--- config.mk ---
export PLATFORM = sky130hd
export DESIGN_NAME = async_reg_bank
export DESIGN_NICKNAME = d
export VERILOG_FILES = /design/src/rtl/async_reg_bank.sv
export SDC_FILE = /design/constraint.sdc
export NUM_CORES = 1
export LEC_CHECK = 0
export CORE_ASPECT_RATIO = 1.25
export CORE_MARGIN = 1
export CORE_UTILIZATION = 40
export CTS_BUF_LIST = sky130_fd_sc_hd__clkbuf_8
export CTS_CLUSTER_DIAMETER = 100
export CTS_CLUSTER_SIZE = 30
export DETAILED_ROUTE_END_ITERATION = 7
export PLACE_DENSITY = 0.81
export SLEW_MARGIN = 20
export SYNTH_ARGS = -nofsm -noshare
export SYNTH_HDL_FRONTEND = slang
export SYNTH_SLANG_ARGS = --single-unit
--- constraint.sdc ---
create_clock -name clock -period 1.8 [get_ports clock]
set_input_delay 0.27 -clock clock [delete_from_list [all_inputs] [get_ports clock]]
set_output_delay 0.27 -clock clock [all_outputs]
set_load 0.01 [all_outputs]
--- src/rtl/async_reg_bank.sv ---
// rtl/async_reg_bank.sv - register/counter bank driven by strobes sampled in the clock domain
// Each channel loads d or increments on a configurable strobe edge; carry out allows ripple chaining.
module async_reg_bank #(
  parameter int                     WIDTH      = 8,
  parameter int                     CHANNELS   = 4,
  parameter logic [WIDTH-1:0]       RESET_VAL  = '0,
  parameter logic [WIDTH-1:0]       SET_VAL    = '1,
  parameter logic [CHANNELS-1:0]    FALL_MASK  = '0,
  parameter logic [CHANNELS-1:0]    COUNT_MASK = '0
) (
  input  logic                      clock,
  input  logic                      resb,
  input  logic [CHANNELS-1:0]       s,
  input  logic [CHANNELS-1:0]       r,
  input  logic [CHANNELS-1:0]       c,
  input  logic [CHANNELS*WIDTH-1:0] d,
  output logic [CHANNELS*WIDTH-1:0] q,
  output logic [CHANNELS-1:0]       co,
  output logic [CHANNELS-1:0]       strobe_edge
);

  for (genvar i = 0; i < CHANNELS; i++) begin : g_ch
    localparam bit FALL  = FALL_MASK[i];
    localparam bit COUNT = COUNT_MASK[i];

    logic [WIDTH-1:0] val_reg;
    logic [WIDTH-1:0] q_ch;
    logic             c_d;
    logic             edge_hit;

    // c_d is held at the post-edge level in reset, so gating with resb only hides transients
    always_comb begin
      edge_hit = 1'b0;
      if (resb)
        edge_hit = FALL ? (c_d & ~c[i]) : (~c_d & c[i]);
    end

    always_comb begin
      q_ch = val_reg;
      if (!resb)
        q_ch = RESET_VAL;
      else if (r[i])
        q_ch = RESET_VAL;
      else if (s[i])
        q_ch = SET_VAL;
      else if (edge_hit)
        q_ch = COUNT ? (val_reg + 1'b1) : d[i*WIDTH +: WIDTH];
    end

    always_ff @(posedge clock or negedge resb) begin
      if (!resb) begin
        val_reg <= RESET_VAL;
        c_d     <= ~FALL;
      end else begin
        val_reg <= q_ch;
        c_d     <= c[i];
      end
    end

    assign q[i*WIDTH +: WIDTH] = q_ch;
    assign strobe_edge[i]      = edge_hit;
    assign co[i]               = COUNT & edge_hit & (&val_reg) & ~r[i] & ~s[i] & resb;
  end

endmodule

==> results of run 1 <==
## per-layer routing
| metal | global-route usage [%] | vias up |
|---|---|---|
| met2 | 39.6 | 64 |
| li1 | - | 776 |
| met3 | 5.46 | 6 |
| met4 | 6.88 | 0 |
| met5 | 0 | - |
| met1 | 26.6 | 766 |
## cell usage in the layout (no fill, tap or decap)
master	n
nor2b_4	3
and2_1	3
a21oi_2	14
nand2_1	52
a31oi_2	19
dfstp_2	4
buf_6	3
clkinv_2	2
a31oi_1	4
dlymetal6s2s_1	2
clkinv_8	1
nand3b_4	1
conb_1	4
nand2b_2	1
dlygate4sd2_1	5
inv_1	3
nand2b_4	3
a31oi_4	1
a21oi_4	2
buf_2	33
clkbuf_8	6
dlygate4sd3_1	2
dfrtp_1	32
nand2_2	3
clkdlybuf4s50_1	41
nand2b_1	3
nand2_4	1
buf_4	35
## worst paths after layout
kind,startpoint,end,slack (ns)
min in group clock,c[0],g_ch[0].c_d,0.17
worst min register to register,g_ch[1].val_reg[7],g_ch[1].val_reg[7],0.51
worst min-delay path,resb,g_ch[2].val_reg[4],0.12
worst max-delay path,g_ch[2].c_d,q[17],0.03
max in group asynchronous,resb,g_ch[1].val_reg[6],0.95
worst max register to register,g_ch[3].c_d,g_ch[3].val_reg[6],0.49
## what timing repair did
action | CTS | global route
pin swaps | 10 | 11
hold buffers | 2 | 0
buffers inserted | 3 | 2
gates resized for setup | 159 | 24
hold endpoints to repair | 7 | 0
setup endpoints to repair | 36 | 24
gates cloned | 2 | 0
## cell families after synthesis
kind of cell,count (synthesis)
and+or+nand+nor,70
other,1
DFF,36
AOI/OAI and AO/OA,40
buffers and inverters,23
## power breakdown
| part | leakage, nW | total, W | internal [W] | switching (W) |
|---|---|---|---|---|
| Sequential | 0.469 | 0.000868 | 0.000852 | 0.0000152 |
| Clock | 0.0510 | 0.000591 | 0.000305 | 0.000286 |
| Combinational | 0.853 | 0.000424 | 0.000224 | 0.000200 |
## final cells by class
| class | count | share of cell area (%) |
|---|---|---|
| Inverter | 4 | 0.955 |
| Timing Repair Buffer | 121 | 33.3 |
| Tap cell | 54 | 2.34 |
| Sequential cell | 36 | 31.4 |
| Clock buffer | 6 | 2.86 |
| Multi-Input combinational cell | 114 | 28.7 |
| Clock inverter | 2 | 0.347 |
## through the flow
step           std cells  setup slack [ns]  instance area (um^2)  util [%]  hold slack [ns]
6_report             337            0.0272                  2880      74.9            0.122
3_3_place_gp         320            -0.418                  2650      68.8            0.261
5_1_grt              337           -0.0129                  2880      74.9            0.139
3_5_place_dp         320            -0.511                  2650      68.8            0.271
2_1_floorplan        173             0.364                  1650         -          -0.0256
4_1_cts              335           -0.0652                  2780      72.3            0.111
## worst max-delay path, cell delays in order, from the launching register on
cell and delay (ns):
dfstp_2 0.56, nand2b_4 0.18, nand2_1 0.09, a31oi_2 0.22, buf_2 0.17
==> impl_metrics.csv, run 1 <==
group,metric,value,unit
run_status,outcome,"finished, final reports clean",
grt,track_usage,22.5,%
yosys,yosys.area.top_type,"dfrtp_1",
cells_and_area,nets,328,
cells_and_area,drive_gt1_share,46.6,%
detailed_routing,top_layer_used,"met4",
yosys,synthAdderAreaFrac,0,%
timing,tns,0,ns
timing,rsz0062_at_grt,"true",
hold_path,hold_class,"in2async",
detailed_routing,firstDrtPassIters,4,
cells_and_area,areaGrowthSynthToFinish,75.7,%
die,die_y,73.6,um
yosys,syn_avg_cell_area,9.65,um^2
yosys,synth-edff-count,0,
pwr,pwr_density_cell,653,nW/um^2
critical_path,cp.arrival,1.50,ns
timing,hold_violations,0,
yosys,yosysWarnings,0,
yosys,postSynthCellCount,170,
critical_path,critPathLaunchType,"flip-flop",
detailed_routing,vias,1612,
yosys,synth_xor_area_share,0,%
yosys,synth.most_common_cell,"nand2_1",
detailed_routing,routed-wl-met3,264,um
clocking,htreeDepth,2,
detailed_routing,route.detailed.wl_per_inst,14.0,um
job,maxCapViolCount,0,
critical_path,path_max_fanout,8,
yosys,synth-seq-cells,36,
detailed_routing,avgViaCountPerCell,4.78,
yosys,ys_top_cells_by_area,"dfrtp_1 (49%), nand2_1 (13%), a31oi_1 (9.2%), a21oi_2 (8.5%), dfstp_2 (6.4%)",
detailed_routing,wl_met1,1.96,mm
timing,clock_skew,0.00402,ns
yosys,synth_simple_gate_area_share,19.0,%
detailed_routing,met2_length,2.46,mm
cells_and_area,num_antenna_cells,0,
pwr,p_total,0.00188,W
cells_and_area,final.fill_count,302,
yosys,synth_top_family_by_area,"simple AND/OR/NAND/NOR gates",
yosys,netlist.area_leader.share,48.8,%
timing,setup_violations,0,
grt,grt_max_degree,12,
grt,grt-ovfl-total,0,
cells_and_area,largest_register_ffs,32,
critical_path,path_class,"reg2out",
detailed_routing,drcViolationCount,0,
cells_and_area,regArea,906,um^2
die,ios,86,
grt,grt_pass1_wl,7.21,mm
pwr,ir_drop,0.000604,V
critical_path,required,1.53,ns
grt,grt_pass1_vias,1649,
grt,antenna_found_initial,0,
clocking,clk_pin_slew,0.07,ns
yosys,synthesis.area,1640,um^2
critical_path,rr_worst_depth,6,
detailed_routing,drt-total-wl,4.73,mm
cells_and_area,multi_input_area,828,um^2
placed_design,gp_congestion,0.836,
die,floorplan.initialDensity,42.6,%
detailed_routing,drt-initial-drc-count,106,
clocking,cts_buffers,5,
yosys,synth_compound_area_share,17.7,%
die,dieArea,4360,um^2
timing,fin_crit_sh,98.5,%
yosys,synthMuxAreaShare,0,%
yosys,synth.distinct_cells,16,
critical_path,end_kind,"primary output",
yosys,synth-seq-area-share,55.2,%
timing,slew_violations,0,
clocking,cts_tree,"built",
pwr,total_leakage_power,1.37,nW
yosys,async_flop_share,100,%
clocking,clk-insertion-delay-late,0.29,ns
detailed_routing,drtAntennaViolNets,0,
clocking,clock_path_buffers,2,
yosys,synth-main-ff-cell,"dfrtp_1",
yosys,yosys-top-cells-count,"nand2_1 (56), dfrtp_1 (32), a31oi_1 (24)",
die,rows,25,
placed_design,io_buffers,81,
placed_design,dp_hpwl,3.18,mm
die,core-area,3850,um^2
timing,fmax,564,MHz
die,die_x,59.3,um
clocking,cts_sinks,36,
clocking,root_buffer,"clkbuf_8",
timing,fin_crit,1.77,ns
(Power assumes the default switching activity.)
==> run 2, diff against run 1 <==
Settings changed: ABC_AREA from default to 0, CTS_CLUSTER_DIAMETER 100 to default, SLEW_MARGIN 20 to default.
==> results of run 2 <==
The final DEF is identical to that of run 1; final timing and power are the same.
==> run 3, diff against run 2 <==
Settings changed: ABC_CLOCK_PERIOD_IN_PS from default to 1800, GPL_ROUTABILITY_DRIVEN from default to 0.
==> results of run 3 <==
The final DEF is identical to that of run 1; final timing and power are the same.
